`config.mk`:
```
export PLATFORM = sky130hd
export DESIGN_NAME = uart_tx_mmio_flat
export DESIGN_NICKNAME = d
export VERILOG_FILES = /design/src/rtl/uart_tx_mmio_if.sv /design/src/rtl/uart_tx_mmio.sv /design/src/flat_wrapper.sv
export SDC_FILE = /design/constraint.sdc
export NUM_CORES = 1
export LEC_CHECK = 0
export ABC_AREA = 1
export BUFFER_PORTS_ARGS = -buffer_cell sky130_fd_sc_hd__buf_2
export CAP_MARGIN = 20
export CORE_MARGIN = 8
export CORE_UTILIZATION = 56
export DETAILED_ROUTE_END_ITERATION = 8
export PLACE_DENSITY = 0.83
export SLEW_MARGIN = 20
export SYNTH_ARGS = -nofsm -noshare
export SYNTH_HDL_FRONTEND = slang
export SYNTH_SLANG_ARGS = --single-unit
```
`constraint.sdc`:
```
create_clock -name clk -period 2.8 [get_ports clk]
set_clock_uncertainty 0.2 [all_clocks]
set_input_delay 0.42 -clock clk [delete_from_list [all_inputs] [get_ports clk]]
set_output_delay 0.42 -clock clk [all_outputs]
set_load 0.05 [all_outputs]
```
`src/rtl/uart_tx_mmio_if.sv`:
```
// uart_tx_mmio_if -- CPU data-bus slice used by the memory-mapped UART
// transmitter.
//
// Handshake: the bus has no valid/ready pair. It is a single-cycle strobe
// protocol. dm_w or dm_r high in a cycle is the request. The slave always
// completes the request in that same cycle, so there is no back-pressure and
// no wait state. A store takes effect on the rising clk edge that ends the
// cycle. Load data (rdata) and the address decode (hit) are combinational
// from the request inside the same cycle.
//
// Signals:
//   dm_w   master->slave  store strobe
//   dm_r   master->slave  load strobe
//   addr   master->slave  32-bit byte address
//   wdata  master->slave  32-bit store data
//   dm_op  master->slave  access width (word assumed by this slave)
//   rdata  slave->master  32-bit load data, zero when not selected
//   hit    slave->master  address decodes to the slave's register block
interface uart_tx_mmio_if;
    logic        dm_w;
    logic        dm_r;
    logic [31:0] addr;
    logic [31:0] wdata;
    logic [2:0]  dm_op;
    logic [31:0] rdata;
    logic        hit;

    modport master (
        output dm_w, dm_r, addr, wdata, dm_op,
        input  rdata, hit
    );

    modport slave (
        input  dm_w, dm_r, addr, wdata, dm_op,
        output rdata, hit
    );
endinterface

```
`src/rtl/uart_tx_mmio.sv`:
```
// uart_tx_mmio -- memory-mapped 8N1 UART transmitter with a 4-entry TX FIFO.
//
// Register block (word-spaced, addr[3:2]):
//   0 TXDATA  write-only, pushes wdata[7:0] into the FIFO; reads 0
//   1 STATUS  {ovf, count[2:0], empty, full, busy}; any write clears ovf
//   2 BAUDDIV clk cycles per serial bit, bits[15:0]; 0 behaves as 1
//   3 CTRL    bit0 en: allows the FSM to take bytes from the FIFO
//
// Ports:
//   clk        rising-edge clock
//   rest       asynchronous active-high reset
//   bus        CPU data-bus slave (see uart_tx_mmio_if)
//   tx         serial output, idle high
//   irq        FIFO empty, enabled and transmitter idle
//   dbg_state  current FSM state (0 IDLE, 1 START, 2 DATA, 3 STOP)
module uart_tx_mmio #(
    parameter logic [31:0] BASE    = 32'h0000_FF00,
    parameter logic [15:0] DIV_RST = 16'd434
) (
    input  logic          clk,
    input  logic          rest,
    uart_tx_mmio_if.slave bus,
    output logic          tx,
    output logic          irq,
    output logic [1:0]    dbg_state
);

    typedef enum logic [1:0] {
        S_IDLE  = 2'd0,
        S_START = 2'd1,
        S_DATA  = 2'd2,
        S_STOP  = 2'd3
    } state_t;

    localparam logic [1:0] REG_TXDATA  = 2'd0;
    localparam logic [1:0] REG_STATUS  = 2'd1;
    localparam logic [1:0] REG_BAUDDIV = 2'd2;
    localparam logic [1:0] REG_CTRL    = 2'd3;

    // ------------------------------------------------------------------
    // Address decode
    // ------------------------------------------------------------------
    logic [1:0] reg_sel;
    logic       acc_wr;
    logic       acc_rd;
    logic       wr_txdata;
    logic       wr_status;
    logic       wr_baud;
    logic       wr_ctrl;

    assign bus.hit   = (bus.addr[31:4] == BASE[31:4]);
    assign reg_sel   = bus.addr[3:2];
    assign acc_wr    = bus.dm_w & bus.hit;
    assign acc_rd    = bus.dm_r & bus.hit;
    assign wr_txdata = acc_wr & (reg_sel == REG_TXDATA);
    assign wr_status = acc_wr & (reg_sel == REG_STATUS);
    assign wr_baud   = acc_wr & (reg_sel == REG_BAUDDIV);
    assign wr_ctrl   = acc_wr & (reg_sel == REG_CTRL);

    // Width, byte offset and upper store bits carry no meaning for this block.
    logic unused_bus_bits;
    assign unused_bus_bits = ^{bus.dm_op, bus.addr[1:0], bus.wdata[31:16]};

    // ------------------------------------------------------------------
    // Configuration registers
    // ------------------------------------------------------------------
    logic [15:0] baud_div_q;
    logic        en_q;

    always_ff @(posedge clk or posedge rest) begin
        if (rest) begin
            baud_div_q <= DIV_RST;
            en_q       <= 1'b0;
        end else begin
            if (wr_baud) begin
                baud_div_q <= bus.wdata[15:0];
            end
            if (wr_ctrl) begin
                en_q <= bus.wdata[0];
            end
        end
    end

    // Reload value for the down-counting baud counter. A divider of 0 gives
    // the same one-cycle bit as a divider of 1.
    logic [15:0] bit_reload;
    assign bit_reload = (baud_div_q == 16'd0) ? 16'd0 : (baud_div_q - 16'd1);

    // ------------------------------------------------------------------
    // TX FIFO: 4 x 8. The occupancy count is kept apart from the pointers,
    // so full and empty never depend on comparing the wrapping pointers.
    // ------------------------------------------------------------------
    logic [7:0] fifo_mem [4];
    logic [1:0] wptr_q;
    logic [1:0] rptr_q;
    logic [2:0] count_q;
    logic       ovf_q;
    logic       fifo_full;
    logic       fifo_empty;
    logic       pop;
    logic       push;
    logic       overflow;
    logic [7:0] fifo_head;

    assign fifo_full  = (count_q == 3'd4);
    assign fifo_empty = (count_q == 3'd0);
    // When the FIFO is full, a pop in the same cycle frees the slot being
    // written, so the store is still accepted.
    assign push       = wr_txdata & (~fifo_full | pop);
    assign overflow   = wr_txdata & fifo_full & ~pop;
    assign fifo_head  = fifo_mem[rptr_q];

    always_ff @(posedge clk) begin
        if (push) begin
            fifo_mem[wptr_q] <= bus.wdata[7:0];
        end
    end

    always_ff @(posedge clk or posedge rest) begin
        if (rest) begin
            wptr_q  <= 2'd0;
            rptr_q  <= 2'd0;
            count_q <= 3'd0;
            ovf_q   <= 1'b0;
        end else begin
            if (push) begin
                wptr_q <= wptr_q + 2'd1;
            end
            if (pop) begin
                rptr_q <= rptr_q + 2'd1;
            end
            if (push && !pop) begin
                count_q <= count_q + 3'd1;
            end else if (pop && !push) begin
                count_q <= count_q - 3'd1;
            end
            if (overflow) begin
                ovf_q <= 1'b1;
            end else if (wr_status) begin
                ovf_q <= 1'b0;
            end
        end
    end

    // ------------------------------------------------------------------
    // Transmit FSM
    // ------------------------------------------------------------------
    state_t      state_q;
    state_t      state_d;
    logic [15:0] baud_cnt_q;
    logic [15:0] baud_cnt_d;
    logic [7:0]  shift_q;
    logic [7:0]  shift_d;
    logic [2:0]  bit_idx_q;
    logic [2:0]  bit_idx_d;
    logic        bit_done;
    logic        can_start;

    // The counter holds the cycles still left in the current bit. It is
    // loaded only at a bit boundary, so a BAUDDIV store in the middle of a
    // bit takes effect from the next bit.
    assign bit_done  = (baud_cnt_q == 16'd0);
    assign can_start = en_q & ~fifo_empty;

    always_ff @(posedge clk or posedge rest) begin
        if (rest) begin
            state_q    <= S_IDLE;
            baud_cnt_q <= 16'd0;
            shift_q    <= 8'd0;
            bit_idx_q  <= 3'd0;
        end else begin
            state_q    <= state_d;
            baud_cnt_q <= baud_cnt_d;
            shift_q    <= shift_d;
            bit_idx_q  <= bit_idx_d;
        end
    end

    always_comb begin
        state_d    = state_q;
        baud_cnt_d = baud_cnt_q;
        shift_d    = shift_q;
        bit_idx_d  = bit_idx_q;
        pop        = 1'b0;
        tx         = 1'b1;

        case (state_q)
            S_IDLE: begin
                tx = 1'b1;
                if (can_start) begin
                    pop        = 1'b1;
                    shift_d    = fifo_head;
                    baud_cnt_d = bit_reload;
                    state_d    = S_START;
                end
            end

            S_START: begin
                tx = 1'b0;
                if (bit_done) begin
                    baud_cnt_d = bit_reload;
                    bit_idx_d  = 3'd0;
                    state_d    = S_DATA;
                end else begin
                    baud_cnt_d = baud_cnt_q - 16'd1;
                end
            end

            S_DATA: begin
                tx = shift_q[0];
                if (bit_done) begin
                    baud_cnt_d = bit_reload;
                    shift_d    = {1'b0, shift_q[7:1]};
                    if (bit_idx_q == 3'd7) begin
                        state_d = S_STOP;
                    end else begin
                        bit_idx_d = bit_idx_q + 3'd1;
                    end
                end else begin
                    baud_cnt_d = baud_cnt_q - 16'd1;
                end
            end

            S_STOP: begin
                tx = 1'b1;
                if (bit_done) begin
                    // A queued byte goes straight to START without an
                    // extra idle cycle on the line. A cleared en stops
                    // here after the current frame.
                    if (can_start) begin
                        pop        = 1'b1;
                        shift_d    = fifo_head;
                        baud_cnt_d = bit_reload;
                        state_d    = S_START;
                    end else begin
                        baud_cnt_d = 16'd0;
                        state_d    = S_IDLE;
                    end
                end else begin
                    baud_cnt_d = baud_cnt_q - 16'd1;
                end
            end

            default: begin
                state_d = S_IDLE;
            end
        endcase
    end

    // ------------------------------------------------------------------
    // Status, interrupt, read mux
    // ------------------------------------------------------------------
    logic        busy;
    logic [31:0] status_word;

    assign busy        = (state_q != S_IDLE);
    assign status_word = {25'd0, ovf_q, count_q, fifo_empty, fifo_full, busy};
    assign irq         = fifo_empty & en_q & (state_q == S_IDLE);
    assign dbg_state   = state_q;

    // A load that coincides with a store returns the value held before the
    // store's clock edge, because this path reads the registered state.
    always_comb begin
        bus.rdata = 32'h0;
        if (acc_rd) begin
            case (reg_sel)
                REG_STATUS:  bus.rdata = status_word;
                REG_BAUDDIV: bus.rdata = {16'd0, baud_div_q};
                REG_CTRL:    bus.rdata = {31'd0, en_q};
                default:     bus.rdata = 32'h0;
            endcase
        end
    end

endmodule

```
`src/flat_wrapper.sv`:
```
// flat-port wrapper written by rule: the top's interface ports become plain ports
module uart_tx_mmio_flat 
#(
    parameter logic [31:0] BASE    = 32'h0000_FF00,
    parameter logic [15:0] DIV_RST = 16'd434
)
  (clk, rest, tx, irq, dbg_state, bus_dm_w, bus_dm_r, bus_addr, bus_wdata, bus_dm_op, bus_rdata, bus_hit);
  uart_tx_mmio_if bus_i ();
  input  logic clk;
  input  logic rest;
  output logic tx;
  output logic irq;
  output logic [1:0] dbg_state;
  input wire logic [$bits(bus_i.dm_w)-1:0] bus_dm_w;
  input wire logic [$bits(bus_i.dm_r)-1:0] bus_dm_r;
  input wire logic [$bits(bus_i.addr)-1:0] bus_addr;
  input wire logic [$bits(bus_i.wdata)-1:0] bus_wdata;
  input wire logic [$bits(bus_i.dm_op)-1:0] bus_dm_op;
  output wire logic [$bits(bus_i.rdata)-1:0] bus_rdata;
  output wire logic [$bits(bus_i.hit)-1:0] bus_hit;
  assign bus_i.dm_w = bus_dm_w;
  assign bus_i.dm_r = bus_dm_r;
  assign bus_i.addr = bus_addr;
  assign bus_i.wdata = bus_wdata;
  assign bus_i.dm_op = bus_dm_op;
  assign bus_rdata = bus_i.rdata;
  assign bus_hit = bus_i.hit;
  uart_tx_mmio #(.BASE(BASE), .DIV_RST(DIV_RST)) u_core (.clk(clk), .rest(rest), .bus(bus_i), .tx(tx), .irq(irq), .dbg_state(dbg_state));
endmodule
```
[Word-level counts from Yosys, hierarchy flattened]
Memories as Yosys holds them, arrays and structs flattened.
Cells that the tools add are included.
Storage, ports and cells
  flip-flop bits (word level): 54
  bits in writable memories: 32
  memories: 1
Cells by class
  add/sub/neg operators: 7
  eq/ne operators: 15
  mux-type cells: 33
  bitwise logic cells: 16
  reductions and logical operators: 19
Memory list
  u_core.fifo_mem: words 4, bits a word 8, read ports 1, clocked after memory_dff 0, wr ports 1, line uart_tx_mmio.sv:93  | logic [7:0] fifo_mem [4];
Operators with widths (count)
  $pmux 16 s3: 2
  $mux 16: 5
  $logic_not 16->1: 2
  $mux 32: 1
  $sub 16x1->16 const B: 2
  $eq 28x12->1 const B: 1
  $mux 8: 3
  $pmux 8 s3: 1
  $mux 3: 5
  $and 1x1->1: 12
  $mux 2: 5
  $ne 2x1->1 const B: 5
  $eq 2x2->1 const B: 4
  $pmux 2 s4: 1
  $reduce_bool 2->1: 4
  $mux 1: 7
  $add 3x1->3 const B: 2
  $eq 3x3->1 const B: 2
  $pmux 3 s2: 1
  $reduce_and 5->1: 1
  $add 2x1->2 const B: 2
  $eq 2x1->1 const B: 2
  $logic_not 2->1: 2
  $reduce_and 4->1: 1
  other kinds (12): 17

[Longest topological paths before layout]
  word-level depth: 12
  gate-level depth with buffers: 18

[Worst setup path before layout]
Ideal clock, no wire load.
  path kind: in2out
  start point: input bus_addr[9]
  end point: output bus_rdata[12]
  arrival time: 2.339 ns
  data required time: 2.180 ns
  setup slack: -0.159 ns
  stages: 8
  buffers on the path: 1
  cell sequence: nand2_1 > nor2_1 > nand3_1 > nor2_1 > and2_4 > nand2_2 > buf_2 > nor3_1
Between the ends
  longest elaborated chain between the ends: 3
Ends and longest elaborated chain
  from (decl): line flat_wrapper.sv:16  | input wire logic [$bits(bus_i.addr)-1:0] bus_addr;
  $eq 28x12->1: line uart_tx_mmio.sv:51  | assign bus.hit = (bus.addr[31:4] == BASE[31:4]);
  net bus_hit: line flat_wrapper.sv:20  | output wire logic [$bits(bus_i.hit)-1:0] bus_hit;
  $and 1x1->1: line uart_tx_mmio.sv:54  | assign acc_rd = bus.dm_r & bus.hit;
  $mux 32: line uart_tx_mmio.sv:265  | if (acc_rd) begin
  to (decl): line flat_wrapper.sv:19  | output wire logic [$bits(bus_i.rdata)-1:0] bus_rdata;
The timed path passes the listed nets, and every way through them passes these cells.

[Worst setup path after layout]
  start point: register u_core.state_q[0] (netlist: u_core.dbg_state[0])
  end point: register u_core.count_q[2]
Between the ends
  longest elaborated chain between the ends: 7
Ends and longest elaborated chain
  from (decl): line uart_tx_mmio.sv:148  | state_t state_q;
  from (signal assigned): line uart_tx_mmio.sv:172  | state_q <= state_d;
  $eq 2x2->1 / $logic_not 2->1 (equally long branches): line uart_tx_mmio.sv:187  | case (state_q)
  $pmux 1 s2 *: line uart_tx_mmio.sv:187
  $or 1x1->1 *: line uart_tx_mmio.sv:109  | assign push = wr_txdata & (~fifo_full | pop);
  $and 1x1->1 *: line uart_tx_mmio.sv:109
  net u_core.push: line uart_tx_mmio.sv:101  | logic push;
  $logic_not 1->1: line uart_tx_mmio.sv:134  | end else if (pop && !push) begin
  $logic_and 1x1->1: line uart_tx_mmio.sv:134
  $reduce_bool 2->1 (no line)
  to (signal assigned): line uart_tx_mmio.sv:133  | count_q <= count_q + 3'd1;
  to (signal assigned): line uart_tx_mmio.sv:135  | count_q <= count_q - 3'd1;
  to (decl): line uart_tx_mmio.sv:96  | logic [2:0] count_q;
Mark *: on every way through the listed nets, which the timed path passes. The rest lies on a longest branch.
A chain may end at the register's enable or synchronous reset.

==> metrics.md <==
| Metric | Value |
|---|---|
| Worst setup path start | u_core.dbg_state[0] |
| Syn Area/Cell | 8.07 sq um |
| Hold Path Class | primary input to flop |
| Sequential fraction of the synthesis area | 44.1% |
| Predominant post-synthesis flop cell | dfrtp_1 |
| Share of the synthesized area in the top cell type | 23.3% |
| DRC viols | 0 |
| Pre-CTS setup slack | 0.0178 ns |
| Routed wire length | 12,100 um |
| Top-count cell post-synth | nand2_1 |
| Layout Nets | 822 |
| Pins Over Slew Limit | 0 |
| FF-to-FF setup slack | 0.1 ns |
| Final Hold Viols | 0 |
| Largest cells by area after synthesis | dfrtp_1, edfxtp_1, nand2_1 |
| Worst R2R Path Depth | 13 |
| Vias in the first global route | 4,511 |
| Area of the core | 9150 sq um |
| Yosys warns | 0 |
| Reg-to-Reg End | u_core.count_q[2] |
| Ratio of cells with drive above 1 in the final layout | 21.5% |
| Final setup violation count | 0 |
| Outcome | completed |
| Total power | 2.41 mW |
| Drt pass-1 iters | 5 |
| Yosys cell types | 46 |
| Met2 GRT Util | 32.1% |
| H-Tree Depth | 3 |
| Post-synth EDFFs | 32 |
| M3 GR Usage | 4.26% |
| Crit-path max FO | 5 |
| Vias/cell | 5.35 |
| Routed len/inst | 14.2 um |
| Root cell of the clock tree | clkbuf_8 |
| Synth Instances | 651 |
| Die span in x | 113 um |
| CTS clock-pin slew for the worst setup and hold paths | 0.09 ns |
| Site Rows | 35 |
| Worst R2R Start | u_core.dbg_state[0] |
| CTS max path bufs | 2 |
| Final worst-path cycle share | 96.5% |
| Synthesis-stage register bit count | 86 |
| Vias | 4,549 |
| GRT overflow | 0 |
| Num CTS Buffers | 9 |
| Fin worst setup slack | 0.0982 ns |
| Peak supply drop | 0.232 mV |
| GRT Total Usage | 19.3% |
| Routing usage on met1 | 24.1% |
| Async set-reset flop share out of synthesis | 62.8% |
| Iteration-0 DRC Markers | 351 |
| Leading area contributor after synthesis | dfrtp_1 |
| Setup tns final | 0 ns |
| Antenna violations before repair | 0 |
| Layer with the highest usage | met2 |
| WS Path Type | flop to flop |
| Area delta synth->final | 13.6% |
| Diode count | 0 |
| PD cells | 404 nW/um^2 |
| Leakage | 2.90 nW |
| Worst setup EP type | flop |
| Min Tclk post-route | 2.70 ns |
| Clock Latency Late Sink | 0.36 ns |
| Fmax | 370 MHz |
| Hold Path Sink | u_core.baud_div_q[8] |
| Initial Utilization | 57.4% |
| Antenna viol nets, final | 0 |
| CTS tree | built |
| Largest net degree at the start of global routing | 33 |
| Worst-Margin Slew | 0.619 ns |
| Worst setup SP type | flop |
| First-pass GRT wire length | 20,200 um |
| Cell area after synthesis | 5250 sq um |
| Max-cap violations | 0 |
| CP arrival | 2.75 ns |
| Post-DP HPWL | 9180 um |
| Required time of the critical path | 2.85 ns |
| Clock sinks | 86 |
| WHS Path Cells | 3 |
| Hold path start | bus_wdata[8] |
| Synth top cells by count | nand2_1, nor2_1, inv_1, dfrtp_1, nand3_1 |
| Die height | 113 um |
| Num ports | 108 |
| RePlAce Congestion | 0.889 |
| Port Buffer Count | 70 |
| Die ar. | 12,700 sq um |
| Worst relative slew slack | 58.7% |
timing repair:
item / CTS / global route
endpoints found under the setup margin: 0 / 2
buffers inserted: 0 / 2
resized for setup: 0 / 10
endpoints found under the hold margin: 27 / 0
hold buffers: 1 / 0
sequential cells by signal, summed over array words and instances (netlist names):
register,cells
u_core.baud_cnt_q,16
u_core.baud_div_q,16
u_core.bit_idx_q,3
u_core.count_q,3
u_core.dbg_state,2
u_core.en_q,1
u_core.fifo_mem,32
u_core.ovf_q,1
u_core.rptr_q,2
u_core.shift_q,8
u_core.wptr_q,2
placed cells by master, fill, tap and decap left out, types with 4 or more instances in the layout:
cell / synthesis / routed
xor2_1: 12 / 12
nor3_1: 11 / 11
dfstp_2: 5 / 5
inv_1: 71 / 68
o21ai_1: 15 / 16
ha_1: 15 / 14
o21ai_2: 4 / 4
nand3_1: 48 / 48
nand2_2: 13 / 12
a21oi_1: 19 / 18
nand2_1: 140 / 139
edfxtp_1: 32 / 32
nand4_1: 11 / 11
inv_2: 2 / 5
o21ai_0: 47 / 46
conb_1: 1 / 16
dfrtp_1: 49 / 47
clkbuf_8: 0 / 9
nor2_4: 9 / 9
buf_4: 17 / 14
buf_2: 5 / 70
nor2_1: 82 / 81
nor2_2: 4 / 5
o221ai_1: 7 / 7
per-layer routing:
metal | vias to the layer above | share of wire [%]
met4 | 0 | 1.6
met5 | - | 0
met2 | 174 | 48
met1 | 2082 | 44
li1 | 2268 | -
met3 | 25 | 6.3
power breakdown:
part / total (mW) / switching (mW) / internal (mW)
logic: 0.159 / 0.109 / 0.0498
clock network: 0.929 / 0.495 / 0.434
registers: 1.32 / 0.00755 / 1.32
worst max path at each step:
stage | cells past startpoint | end
4_1_cts | 18 | u_core.count_q[2]
3_5_place_dp | 18 | u_core.count_q[2]
2_1_floorplan | 8 | bus_rdata[12]
5_1_grt | 13 | u_core.count_q[2]
3_3_place_gp | 18 | u_core.count_q[2]
6_report | 13 | u_core.count_q[2]
worst max-delay path: stages (launching register included):
cell and delay [ns]:
dfrtp_2 0.45, inv_1 0.14, ha_1 0.30, nor2_2 0.22, nand2_4 0.10, nand2_4 0.07, nand2_2 0.05, inv_1 0.07
ha_1 0.16, inv_2 0.06, fa_2 0.38, a21oi_2 0.15, o21ai_1 0.09, xor2_1 0.14
logic make-up (layout without fill, tap and decap cells):
logic type | after synthesis | count (layout) | synth area share [%]
AO/OA/AOI/OAI | 101 | 101 | 11.1
buffers and inverters | 104 | 178 | 9.41
flip-flops | 86 | 86 | 44.1
other | 1 | 16 | 0.0714
adder cells (fa/ha/maj) | 16 | 16 | 3.95
AND/OR/NAND/NOR | 326 | 326 | 28.4
multiplexers | 2 | 2 | 0.429
XOR/XNOR | 15 | 15 | 2.50
layout make-up:
| type | instances | area [sq um] |
|---|---|---|
| Sequential cell | 86 | 2320 |
| Tap cell | 111 | 139 |
| Multi-Input combinational cell | 476 | 2520 |
| Clock inverter | 7 | 87.6 |
| Fill cell | 747 | 3190 |
| Inverter | 76 | 288 |
| Clock buffer | 9 | 124 |
| Timing Repair Buffer | 86 | 485 |
per-stage QoR:
step / hold slack, ns / utilization [%] / area [sq um] / cells
final: 0.0655 / 65.2 / 5970 / 851
after floorplan: 0.246 / - / 5310 / 666
after detailed placement: 0.270 / 62.3 / 5710 / 832
after global routing: 0.0686 / 65.2 / 5970 / 851
after CTS: 0.0514 / 64.8 / 5930 / 849
after global placement: 0.260 / 62.3 / 5710 / 832
Note: power is estimated with default switching activity, not from simulation.
